$ cat config.mk
export PLATFORM = sky130hd
export DESIGN_NAME = key_debounce_flat
export DESIGN_NICKNAME = d
export VERILOG_FILES = /design/src/rtl/key_pkg.sv /design/src/rtl/key_debounce_if.sv /design/src/rtl/key_debounce_ch.sv /design/src/rtl/key_debounce.sv /design/src/flat_wrapper.sv
export SDC_FILE = /design/constraint.sdc
export NUM_CORES = 1
export LEC_CHECK = 0
export ABC_AREA = 1
export CAP_MARGIN = 5
export CORE_MARGIN = 2
export CORE_UTILIZATION = 35
export CTS_BUF_LIST = sky130_fd_sc_hd__clkbuf_16
export CTS_CLUSTER_DIAMETER = 200
export DETAILED_ROUTE_END_ITERATION = 12
export SETUP_SLACK_MARGIN = 0.15
export SLEW_MARGIN = 5
export SYNTH_ARGS = -nofsm -noshare
export SYNTH_HDL_FRONTEND = slang
export SYNTH_HIERARCHICAL = 1
export SYNTH_SLANG_ARGS = --single-unit
$ cat constraint.sdc
create_clock -name clk -period 2.6 [get_ports clk]
set_clock_uncertainty 0.05 [all_clocks]
set_input_delay 0.26 -clock clk [delete_from_list [all_inputs] [get_ports clk]]
set_output_delay 0.26 -clock clk [all_outputs]
set_load 0.005 [all_outputs]
$ cat src/rtl/key_pkg.sv
`default_nettype none
// ============================================================================
//  Module      : key_pkg
//  Description : Shared definitions for the key debouncer: per-channel FSM
//                state encoding, default hold time and counter sizing helper.
//  Contents    : key_state_t        - 2-bit FSM state type
//                DB_CYCLES_DEFAULT  - default stable-hold time in clk cycles
//                cnt_width()        - debounce counter width for a hold time
//  Revision    : 1.0 - initial release
// ============================================================================
package key_pkg;

    typedef enum logic [1:0] {
        RELEASED     = 2'd0,
        PRESS_WAIT   = 2'd1,
        PRESSED      = 2'd2,
        RELEASE_WAIT = 2'd3
    } key_state_t;

    // 20 ms at 10 MHz.
    localparam int unsigned DB_CYCLES_DEFAULT = 200000;

    // The counter only ever needs to reach cycles-1, so $clog2(cycles) bits
    // suffice. Clamped to 1 bit so the minimum hold time (2) stays legal.
    function automatic int unsigned cnt_width(input int unsigned cycles);
        if (cycles < 2) begin
            return 1;
        end
        return $clog2(cycles);
    endfunction

endpackage : key_pkg
`default_nettype wire

$ cat src/rtl/key_debounce_if.sv
`default_nettype none
// ============================================================================
//  Module      : key_debounce_if
//  Description : Key pin / debounced event bundle between the board key pins,
//                the debouncer and the consuming control logic.
//  Signals     : key_in        - raw asynchronous key pins
//                key_state     - debounced level, 1 = pressed
//                press_pulse   - one-cycle pulse on accepted press
//                release_pulse - one-cycle pulse on accepted release
//  Modports    : master - drives key_in, observes the debounced outputs
//                slave  - the debouncer itself
//  Revision    : 1.0 - initial release
// ============================================================================
interface key_debounce_if #(
    parameter int unsigned NUM_KEYS = 4
) ();

    logic [NUM_KEYS-1:0] key_in;
    logic [NUM_KEYS-1:0] key_state;
    logic [NUM_KEYS-1:0] press_pulse;
    logic [NUM_KEYS-1:0] release_pulse;

    modport master (
        output key_in,
        input  key_state,
        input  press_pulse,
        input  release_pulse
    );

    modport slave (
        input  key_in,
        output key_state,
        output press_pulse,
        output release_pulse
    );

endinterface : key_debounce_if
`default_nettype wire

$ cat src/rtl/key_debounce_ch.sv
`default_nettype none
// ============================================================================
//  Module      : key_debounce_ch
//  Description : One key channel: 2-FF synchronizer, polarity normalization,
//                saturating debounce counter and 4-state accept FSM with
//                registered level and pulse outputs.
//  Ports       : clk             - system clock, rising edge
//                rst_n           - asynchronous active-low reset
//                key_i           - raw asynchronous key pin
//                key_state_o     - debounced level, 1 = pressed
//                press_pulse_o   - one-cycle pulse on accepted press
//                release_pulse_o - one-cycle pulse on accepted release
//  Revision    : 1.0 - initial release
// ============================================================================
module key_debounce_ch
    import key_pkg::*;
#(
    parameter int unsigned DB_CYCLES      = DB_CYCLES_DEFAULT,
    parameter bit          KEY_ACTIVE_LOW = 1'b1
) (
    input  wire  clk,
    input  wire  rst_n,
    input  wire  key_i,
    output logic key_state_o,
    output logic press_pulse_o,
    output logic release_pulse_o
);

    localparam int unsigned          c_cnt_w    = cnt_width(DB_CYCLES);
    localparam logic [c_cnt_w-1:0]   c_cnt_last = c_cnt_w'(DB_CYCLES - 1);
    // Pin level of a released key; the synchronizer comes out of reset here so
    // that reset release never looks like a pin edge.
    localparam logic                 c_idle_lvl = KEY_ACTIVE_LOW;

    logic               sync1_q;
    logic               sync2_q;
    logic               w_act;
    key_state_t         state_q;
    logic [c_cnt_w-1:0] cnt_q;
    logic               key_state_q;
    logic               press_q;
    logic               release_q;

    // ------------------------------------------------------------------
    // Metastability synchronizer
    // ------------------------------------------------------------------
    always_ff @(posedge clk or negedge rst_n) begin
        if (!rst_n) begin
            sync1_q <= c_idle_lvl;
            sync2_q <= c_idle_lvl;
        end else begin
            sync1_q <= key_i;
            sync2_q <= sync1_q;
        end
    end

    // 1 = pressed regardless of board wiring.
    assign w_act = sync2_q ^ KEY_ACTIVE_LOW;

    // ------------------------------------------------------------------
    // Debounce FSM with registered outputs. The counter restarts on every
    // entry into a WAIT state and stops at DB_CYCLES-1 because that value
    // always forces the exit transition, so it can never wrap.
    // ------------------------------------------------------------------
    always_ff @(posedge clk or negedge rst_n) begin
        if (!rst_n) begin
            state_q     <= RELEASED;
            cnt_q       <= '0;
            key_state_q <= 1'b0;
            press_q     <= 1'b0;
            release_q   <= 1'b0;
        end else begin
            press_q   <= 1'b0;
            release_q <= 1'b0;
            case (state_q)
                RELEASED: begin
                    if (w_act) begin
                        state_q <= PRESS_WAIT;
                        cnt_q   <= '0;
                    end
                end
                PRESS_WAIT: begin
                    if (!w_act) begin
                        state_q <= RELEASED;
                        cnt_q   <= '0;
                    end else if (cnt_q == c_cnt_last) begin
                        state_q     <= PRESSED;
                        key_state_q <= 1'b1;
                        press_q     <= 1'b1;
                    end else begin
                        cnt_q <= cnt_q + 1'b1;
                    end
                end
                PRESSED: begin
                    if (!w_act) begin
                        state_q <= RELEASE_WAIT;
                        cnt_q   <= '0;
                    end
                end
                RELEASE_WAIT: begin
                    if (w_act) begin
                        state_q <= PRESSED;
                        cnt_q   <= '0;
                    end else if (cnt_q == c_cnt_last) begin
                        state_q     <= RELEASED;
                        key_state_q <= 1'b0;
                        release_q   <= 1'b1;
                    end else begin
                        cnt_q <= cnt_q + 1'b1;
                    end
                end
                default: begin
                    state_q     <= RELEASED;
                    cnt_q       <= '0;
                    key_state_q <= 1'b0;
                end
            endcase
        end
    end

    assign key_state_o     = key_state_q;
    assign press_pulse_o   = press_q;
    assign release_pulse_o = release_q;

endmodule : key_debounce_ch
`default_nettype wire

$ cat src/rtl/key_debounce.sv
`default_nettype none
// ============================================================================
//  Module      : key_debounce
//  Description : Multi-key push-button conditioner. Each key gets its own
//                synchronizer, debounce counter and FSM; all share clk.
//  Ports       : clk   - system clock, rising edge
//                rst_n - asynchronous active-low reset
//                bus   - key_debounce_if.slave (key_in in; key_state,
//                        press_pulse, release_pulse out)
//  Parameters  : NUM_KEYS       - number of channels (must match bus)
//                DB_CYCLES      - stable hold time in clk cycles, >= 2
//                KEY_ACTIVE_LOW - 1: pressed key reads 0 on the pin
//  Revision    : 1.0 - initial release
// ============================================================================
module key_debounce
    import key_pkg::*;
#(
    parameter int unsigned NUM_KEYS       = 4,
    parameter int unsigned DB_CYCLES      = DB_CYCLES_DEFAULT,
    parameter bit          KEY_ACTIVE_LOW = 1'b1
) (
    input wire             clk,
    input wire             rst_n,
    key_debounce_if.slave  bus
);

    generate
        for (genvar g = 0; g < NUM_KEYS; g++) begin : g_ch
            key_debounce_ch #(
                .DB_CYCLES      (DB_CYCLES),
                .KEY_ACTIVE_LOW (KEY_ACTIVE_LOW)
            ) u_ch (
                .clk             (clk),
                .rst_n           (rst_n),
                .key_i           (bus.key_in[g]),
                .key_state_o     (bus.key_state[g]),
                .press_pulse_o   (bus.press_pulse[g]),
                .release_pulse_o (bus.release_pulse[g])
            );
        end
    endgenerate

endmodule : key_debounce
`default_nettype wire

$ cat src/flat_wrapper.sv
// flat-port wrapper written by rule: the top's interface ports become plain ports
module key_debounce_flat import key_pkg::*;
#(
    parameter int unsigned NUM_KEYS       = 4,
    parameter int unsigned DB_CYCLES      = DB_CYCLES_DEFAULT,
    parameter bit          KEY_ACTIVE_LOW = 1'b1
)
  (clk, rst_n, bus_key_in, bus_key_state, bus_press_pulse, bus_release_pulse);
  key_debounce_if #(.NUM_KEYS(NUM_KEYS)) bus_i ();
  input wire clk;
  input wire rst_n;
  input wire logic [$bits(bus_i.key_in)-1:0] bus_key_in;
  output wire logic [$bits(bus_i.key_state)-1:0] bus_key_state;
  output wire logic [$bits(bus_i.press_pulse)-1:0] bus_press_pulse;
  output wire logic [$bits(bus_i.release_pulse)-1:0] bus_release_pulse;
  assign bus_i.key_in = bus_key_in;
  assign bus_key_state = bus_i.key_state;
  assign bus_press_pulse = bus_i.press_pulse;
  assign bus_release_pulse = bus_i.release_pulse;
  key_debounce #(.NUM_KEYS(NUM_KEYS), .DB_CYCLES(DB_CYCLES), .KEY_ACTIVE_LOW(KEY_ACTIVE_LOW)) u_core (.clk(clk), .rst_n(rst_n), .bus(bus_i));
endmodule
# Word level (Yosys, flattened, before mapping)
# Index checks and enable logic that the tools add are counted.
# word_totals
elab_cells	192
out_inout_bits	12
ff_bits	100
inputBits	6
# classes
n_reduce_logical	20
n_eq_ne	48
n_addsub	4
muxes	92
# ops
op	n
$mux 18	20
$pmux 18 s4	4
$add 18x1->18 const B	4
$eq 18x18->1 const B	4
$mux 2	24
$ne 2x2->1 const B	24
$mux 1	36
$pmux 2 s4	4
$ne 3x3->1 const B	8
$reduce_and 5->1	4
$eq 2x2->1 const B	8
$reduce_and 4->1	4
$eq 2x1->1 const B	4
$logic_not 2->1	4
$pmux 1 s2	4
$reduce_and 2->1	4
$reduce_bool 2->1	4

# Logic depth before layout (Yosys ltp)
# Gate-level depths: netlist of the first run.
# depth
ltp_word	4
mapped_depth	10
mapped_depth_nobuf	10

# Cells and area by module
# The synthesis of the first run kept the hierarchy.
# by_module_without_submodules
module	seq_area_each_um2	n_inst	cells_each	area_per_inst_um2
key_debounce_ch (u_core.g_ch[0].u_ch ...)	628.1	3	209	1516.5
key_debounce_ch (u_core.g_ch[3].u_ch)	628.1	1	197	1452.6

# Worst setup path before layout of the first run
# No wires, ideal clock.
# synth_timing
path_kind	register to register
startpoint	register u_core.g_ch[0].u_ch.cnt_q[0]
endpoint	register u_core.g_ch[0].u_ch.key_state_q
setup_slack_ps	1210
n_path_buf	0
required_ps	2434
setup_time_ps	116
stages_incl_launch_ff	11
arrival_time_ps	1224
synth_period_minus_slack_ps	1390
cell_sequence	dfrtp_1 ha_1 nand2_1 nor2_1 nand2_1 inv_2 nand3_4 nor2_4 nand2_1 nand2_1 nand2_1
# synth_via
elab_chain_len	3
word_cells_on_any_way	4
classes_between	eq/ne (3); reduce/logical (1)
# synth_lines
item	line	text
from (decl)	key_debounce_ch.sv:39	logic [c_cnt_w-1:0] cnt_q;
from (signal assigned)	key_debounce_ch.sv:91	cnt_q <= cnt_q + 1'b1;
from (signal assigned)	key_debounce_ch.sv:109	cnt_q <= cnt_q + 1'b1;
$eq 18x18->1 *	key_debounce_ch.sv:86, key_debounce_ch.sv:104	
$ne 2x2->1 (no line)	n/a	
$reduce_and 5->1 (no line) *	n/a	
to (signal assigned)	key_debounce_ch.sv:88	key_state_q <= 1'b1;
to (signal assigned)	key_debounce_ch.sv:106	key_state_q <= 1'b0;
to (signal assigned)	key_debounce_ch.sv:115	key_state_q <= 1'b0;
to (decl)	key_debounce_ch.sv:40	logic key_state_q;
# Mark *: on every way between the ends. The rest lies on a longest branch, timed or not.
# A chain may end at the register's enable or synchronous reset.

# Worst setup path after layout of the first run
# layout_timing
startpoint	register u_core.g_ch[0].u_ch.state_q[0]
endpoint	register u_core.g_ch[0].u_ch.cnt_q[13]
# layout_via
elab_chain_len	3
word_cells_on_any_way	8
classes_between	eq/ne (5); mux (1); reduce/logical (2)
# layout_lines
item	line	text
from (decl)	key_debounce_ch.sv:38	key_state_t state_q;
from (signal assigned)	key_debounce_ch.sv:67	state_q <= RELEASED;
from (signal assigned)	key_debounce_ch.sv:78	state_q <= PRESS_WAIT;
from (signal assigned)	key_debounce_ch.sv:84	state_q <= RELEASED;
$eq 2x2->1 / $logic_not 2->1 (equally long branches)	key_debounce_ch.sv:75	case (state_q)
$ne 2x2->1 (no line)	n/a	
$reduce_and 2->1 (no line)	n/a	
# Several ways; a longest one is shown, not always the timed one.

==> results.py, run 1 <==
metrics = {
    "synthesis": {
        "seq_area_frac_synth": 0.419,
        "syn_nets": 834,
        "synthCells": 824,
        "synth_ff_type": "dfrtp_1",
        "synthXorXnorAreaFrac": 0.0219,
        "ys_ff_latch": 100,
        "ys_warn_count": 6,
        "synth_cell_type_count": 38,
        "synthMuxAreaShare": 0,
        "synth_adder_area_share": 0.00834,
        "synth_top_family_by_area": "simple AND/OR/NAND/NOR gates",
        "synth_compound_area_frac": 0.0450,
        "synthesis.area_um2": 6000,
        "yosys.area_share.simple": 0.436,
        "syn_area_per_cell_um2": 7.28,
        "synth_enable_flop_cells": 0,
        "synthArstFlopShare": 1.00,
    },
    "cells_and_area": {
        "num_antenna_cells": 0,
        "final_core_util": 0.403,
        "fill_cells": 1773,
        "fin_area_um2": 6730,
        "final_cell_mix": "nand2_1, nor2_1, nand3_1",
        "drive_gt1_frac": 0.136,
        "area_growth_pct": 12.1,
        "multi_input_area_um2": 3070,
        "ff_latch_area_um2": 2510,
        "final_common_cell": "nand2_1",
        "layout.nets": 858,
    },
    "setup_path": {
        "reg2reg_depth": 6,
        "timing.rr.start": "u_core/g_ch[0].u_ch/state_q[0]",
        "critPathArrivalTime_ps": 1920,
        "path_class": "reg2reg",
        "cp-end-kind": "flip-flop",
        "rr_endpoint": "u_core/g_ch[0].u_ch/cnt_q[13]",
        "worstPathMaxFanout": 16,
        "critical_path.startpoint_type": "flip-flop",
        "rrSetupSlack_ps": 900,
        "required_ps": 2820,
        "crit_start": "u_core/g_ch[0].u_ch/state_q[0]",
    },
    "cts": {
        "htree_levels": 3,
        "cts.sinks": 100,
        "worstSkewPairLatency_ps": 350,
        "clk_pin_slew_ps": 70,
        "post_cts_resized": 0,
        "cts_tree": "done",
        "clock-root-buffer": "clkbuf_16",
        "cts_made_buffers": 9,
        "cts_buffer_depth": 2,
    },
    "timing": {
        "period_share": 0.652,
        "rsz0062_at_grt": "false",
        "relSlewSlack": 0.617,
        "tightest_slew_ps": 575,
        "hold-worst-slack_ps": 262,
        "setup_viol": 0,
        "hold_viol": 0,
        "final-max-slew-violation-count": 0,
        "fmax_mhz": 590,
        "fin_crit_ps": 1700,
        "fin_setup_tns_ps": 0,
    },
    "detailed_routing": {
        "drc": 0,
        "vias_per_cell": 4.77,
        "antenna_left": 0,
        "vias": 5115,
        "routedWlPerCell_um": 12.0,
        "drt-pass1-iter-count": 5,
        "drtIter0Drc": 328,
        "drt-total-wl_mm": 12.9,
    },
    "placed_design": {
        "io_buffers": 17,
        "post_dp_cell_area_um2": 6440,
        "gp_congestion": 0.840,
        "post-dp-hpwl_mm": 9.60,
    },
    "die": {
        "die_w_um": 135,
        "ios": 18,
        "start_util": 0.359,
        "die_y_um": 135,
        "die_area_um2": 18200,
        "std_cell_rows": 47,
        "core_area_um2": 16700,
    },
    "global_routing": {
        "antenna_found_initial": 0,
        "gr-usage-met3": 0.0387,
        "overflow": 0,
        "grt_first_pass_wirelength_mm": 22.8,
        "busiest_layer": "met2",
        "track_usage": 0.154,
        "grt_max_degree": 57,
        "grt_pass1_vias": 4856,
        "met1_usage": 0.212,
        "grt_use_met2": 0.242,
    },
    "min_path": {
        "holdCritPathClass": "in2reg",
        "hold_end": "u_core/g_ch[3].u_ch/sync1_q",
        "whs_path_depth": 1,
        "hold_start": "bus_key_in[3]",
    },
    "power_and_ir_drop": {
        "clkPwrFrac": 0.427,
        "p_sw_frac": 0.236,
        "p_switching_mw": 0.728,
        "leakagePower_nw": 3.05,
        "powerDensity_nw_per_um2": 458,
        "seq_power_share": 0.523,
        "ir_drop_mv": 0.435,
        "p_comb_frac": 0.050,
        "p_int_mw": 2.35,
    },
    "status": {
        "outcome": "finished, final reports clean",
    },
    "flow_run": {
        "maxCapViolCount": 0,
    },
}
## through the flow
stage,instances,worst slack (ps),power [mW]
after global placement,1056,939,1.80
final,1072,904,3.08
after CTS,1072,899,3.14
after detailed placement,1056,914,1.80
after global routing,1072,747,3.23
after floorplan,824,1210,1.73
## logic make-up (layout without fill, tap and decap cells)
kind of cell	count (synthesis)	count (layout)
AO/OA/AOI/OAI	50	50
AND/OR/NAND/NOR	546	546
flip-flops	100	100
adder cells (fa/ha/maj)	4	4
buffers and inverters	109	137
XOR/XNOR	15	15
## worst max-delay path by stage
stage                                                 end  cells after the start  slack [ps]
after global routing         u_core/g_ch[2].u_ch/cnt_q[9]                      6         750
after floorplan           u_core/g_ch[0].u_ch/key_state_o                     10        1210
after CTS                    u_core/g_ch[1].u_ch/cnt_q[8]                      6         900
final                       u_core/g_ch[0].u_ch/cnt_q[13]                      6         900
after detailed placement     u_core/g_ch[1].u_ch/cnt_q[8]                      6         910
after global placement       u_core/g_ch[2].u_ch/cnt_q[8]                      6         940
## layout make-up
class / instances / area share
Tap cell: 220 / 0.0409
Sequential cell: 100 / 0.373
Multi-Input combinational cell: 615 / 0.456
Clock buffer: 9 / 0.0335
Clock inverter: 6 / 0.00837
Timing Repair Buffer: 20 / 0.0305
Inverter: 102 / 0.0575
## routing by layer
metal,part of all wire,vias to the layer above
met5,0,-
li1,-,2674
met4,0.012,0
met3,0.028,12
met2,0.45,48
met1,0.51,2381
## sequential cells by signal, indices dropped and copies added, names as in the netlist, named ones only
| name | count |
|---|---|
| u_core/g_ch.u_ch/state_q | 4 |
| u_core/g_ch.u_ch/release_pulse_o | 4 |
| u_core/g_ch.u_ch/key_state_o | 4 |
| u_core/g_ch.u_ch/sync1_q | 4 |
| u_core/g_ch.u_ch/press_pulse_o | 4 |
| u_core/g_ch.u_ch/cnt_q | 72 |
| u_core/g_ch.u_ch/sync2_q | 4 |
## critical path: stages, from the launching register on
cell	delay [ps]
dfrtp_1	680
inv_2	180
nor2_2	280
inv_2	90
nand2_4	120
o21ai_1	80
a21oi_1	130
## power by group through the flow
stage / Sequential, mW / Clock [mW] / Combinational (mW)
final: 1.61 / 1.32 / 0.153
after global routing: 1.62 / 1.44 / 0.179
after CTS: 1.61 / 1.37 / 0.158
after detailed placement: 1.64 / 0 / 0.156
after global placement: 1.64 / 0 / 0.155
after floorplan: 1.62 / 0 / 0.102
## Yosys cell counts (3+ instances only)
master	number	share of area
nand2_4	5	0.0094
nand3_4	3	0.0088
dfrtp_1	92	0.38
nor2_1	122	0.076
buf_2	4	0.0033
nor3_1	5	0.0042
nand2_2	17	0.018
nor3_4	6	0.016
nand3b_1	4	0.0050
clkinv_1	3	0.0019
inv_2	28	0.018
nor2_4	9	0.017
ha_1	4	0.0083
nand4_1	16	0.017
a21oi_1	18	0.015
o21bai_1	4	0.0050
dfstp_2	8	0.035
o21ai_1	8	0.0067
nand3_2	7	0.012
nand3_1	98	0.082
nand2_1	236	0.15
nor3_2	4	0.0067
nor2_2	9	0.0094
o21ai_0	15	0.013
xor2_1	12	0.018
inv_1	69	0.043
xnor2_1	3	0.0044
clkbuf_2	3	0.0025
a31oi_1	3	0.0031
## what timing repair did
| item | 4_1_cts | 5_1_grt |
|---|---|---|
| hold buffers | 1 | 0 |
| buffers inserted | 0 | 0 |
| endpoints found under the hold margin | 17 | 0 |
(Power assumes the default switching activity.)
==> run 2, diff against run 1 <==
==> constraint.sdc (replaced) <==
create_clock -name clk -period 1.77 [get_ports clk]
set_clock_uncertainty 0.05 [all_clocks]
set_input_delay 0.177 -clock clk [delete_from_list [all_inputs] [get_ports clk]]
set_output_delay 0.177 -clock clk [all_outputs]
set_load 0.005 [all_outputs]
==> run 2 against run 1 <==
Clock power increased by 47%. First-iteration DRC count shrank 19%. Worst setup slack got worse by 700 ps. Final cell count grew 1.6%. Fmax increased by 8.3%. Highest routed layer unchanged. Routed wire length is 0.93% higher. Final area grew 3.7%. Global-route usage is 0.27 points lower. Register-to-register slack got worse by 700 ps.
==> results.py, run 2 (synthesis gave the netlist of run 1 again) <==
metrics = {
    "status": {
        "outcome": "finished, final reports clean",
    },
    "cells_and_area": {
        "multi_input_area_um2": 3160,
        "drive_gt1_frac": 0.171,
        "final_core_util": 0.418,
        "area_growth_pct": 16.3,
        "num_antenna_cells": 0,
        "fill_cells": 1747,
        "layout.nets": 875,
        "largest_reg_flops": 72,
        "final_common_cell": "nand2_1",
        "ff_latch_area_um2": 2520,
        "regMostFlops": "u_core/g_ch.u_ch/cnt_q",
        "fin_cells": 1089,
        "final_cell_mix": "nand2_1, nor2_1, nand3_1",
    },
    "timing": {
        "relSlewSlack": 0.705,
        "tightest_slew_ps": 443,
        "rsz0062_at_grt": "true",
        "fin_ws_ps": 204,
        "fmax_mhz": 638,
        "hold_viol": 0,
        "fin_crit_ps": 1570,
        "final-max-slew-violation-count": 0,
        "setup_viol": 0,
        "fin_setup_tns_ps": 0,
        "period_share": 0.885,
    },
    "flow_run": {
        "maxCapViolCount": 0,
    },
    "placed_design": {
        "gp_congestion": 0.845,
        "io_buffers": 17,
        "pre_cts_ws_ps": 209,
        "place_inst": 1063,
        "post-dp-hpwl_mm": 9.72,
    },
    "die": {
        "core_area_um2": 16700,
        "start_util": 0.359,
        "die_w_um": 135,
        "die_y_um": 135,
        "std_cell_rows": 47,
        "die_area_um2": 18200,
        "ios": 18,
    },
    "detailed_routing": {
        "vias": 5165,
        "drt-total-wl_mm": 13.0,
        "drc": 0,
        "vias_per_cell": 4.74,
        "antenna_left": 0,
        "routedWlPerCell_um": 12.0,
        "drtIter0Drc": 267,
        "drt-pass1-iter-count": 5,
    },
    "min_path": {
        "holdCritPathClass": "in2reg",
    },
    "cts": {
        "cts_tree": "done",
        "htree_levels": 3,
        "cts_buffer_depth": 2,
        "cts.sinks": 100,
        "clk_pin_slew_ps": 70,
        "worstSkewPairLatency_ps": 350,
        "cts_made_buffers": 9,
        "clock-root-buffer": "clkbuf_16",
    },
    "global_routing": {
        "grt_first_pass_wirelength_mm": 22.2,
        "overflow": 0,
        "grt_pass1_vias": 4744,
        "antenna_found_initial": 0,
        "grt_max_degree": 32,
        "track_usage": 0.151,
    },
    "power_and_ir_drop": {
        "ir_drop_mv": 0.450,
        "leakagePower_nw": 3.16,
        "power.total_mw": 4.58,
        "powerDensity_nw_per_um2": 657,
    },
    "setup_path": {
        "critPathArrivalTime_ps": 1740,
        "required_ps": 1940,
        "cp-end-kind": "flip-flop",
        "rrSetupSlack_ps": 200,
        "critical_path.startpoint_type": "flip-flop",
        "worstPathMaxFanout": 5,
        "path_class": "reg2reg",
    },
}
[run 2: changes by cell type in the layout (fill, tap and decap cells not counted), sizes merged]
cell / delta
clkinvlp: +3
inv: +2
buf: +17
clkinv: -5
[run 2: path summary, 6_finish.rpt]
path / start / endpoint / depth (start not counted)
setup / recovery: u_core/g_ch[1].u_ch/cnt_q[0] / u_core/g_ch[1].u_ch/key_state_o / 10
hold / removal: bus_key_in[3] / u_core/g_ch[3].u_ch/sync1_q / 1
setup reg to reg: u_core/g_ch[1].u_ch/cnt_q[0] / u_core/g_ch[1].u_ch/key_state_o / 10
hold reg to reg: u_core/g_ch[1].u_ch/sync1_q / u_core/g_ch[1].u_ch/sync2_q / 0
max in group asynchronous: rst_n / u_core/g_ch[2].u_ch/sync2_q / 3
min in group asynchronous: rst_n / u_core/g_ch[1].u_ch/press_pulse_o / 2
[run 2: layout make-up]
| class | count | area share |
|---|---|---|
| Multi-Input combinational cell | 615 | 0.452 |
| Inverter | 102 | 0.0554 |
| Clock inverter | 6 | 0.00861 |
| Sequential cell | 100 | 0.361 |
| Tap cell | 220 | 0.0394 |
| Timing Repair Buffer | 37 | 0.0513 |
| Clock buffer | 9 | 0.0323 |
[run 2: per-layer routing]
| metal | routed length, um | part of all wire | vias to the layer above | track usage |
|---|---|---|---|---|
| li1 | - | - | 2699 | - |
| met2 | 6020 | 0.46 | 66 | 0.241 |
| met5 | 0 | 0 | - | 0 |
| met3 | 404 | 0.031 | 15 | 0.0304 |
| met4 | 165 | 0.013 | 0 | 0.0492 |
| met1 | 6440 | 0.49 | 2385 | 0.207 |
[run 2: per-stage QoR]
stage | hold WS [ps] | instance area [um2]
2_1_floorplan | -169 | 6000
3_3_place_gp | 107 | 6520
3_5_place_dp | 112 | 6520
4_1_cts | 160 | 6810
5_1_grt | 163 | 6980
6_report | 175 | 6980
[run 2: where the power goes]
part	internal (mW)	switching (mW)	leakage, nW
combinational	0.0935	0.192	1.67
clock	1.08	0.860	0.136
sequential	2.32	0.0378	1.35
total	3.49	1.09	3.16
[run 2: critical path, stage by stage (launching register included)]
cell     delay (ps)
dfrtp_1         430
ha_4            180
nand2_2          60
nor2_2          110
nand2_1          70
inv_2            80
nand3_4         100
nor2_4          170
nand2_1          70
nand2_1          50
nand2_1          70
[run 2: timing repair]
action	CTS	global route
hold endpoints to repair	27	0
resized for setup	0	24
endpoints found under the setup margin	0	52
setup buffers	0	10
hold buffers	1	0
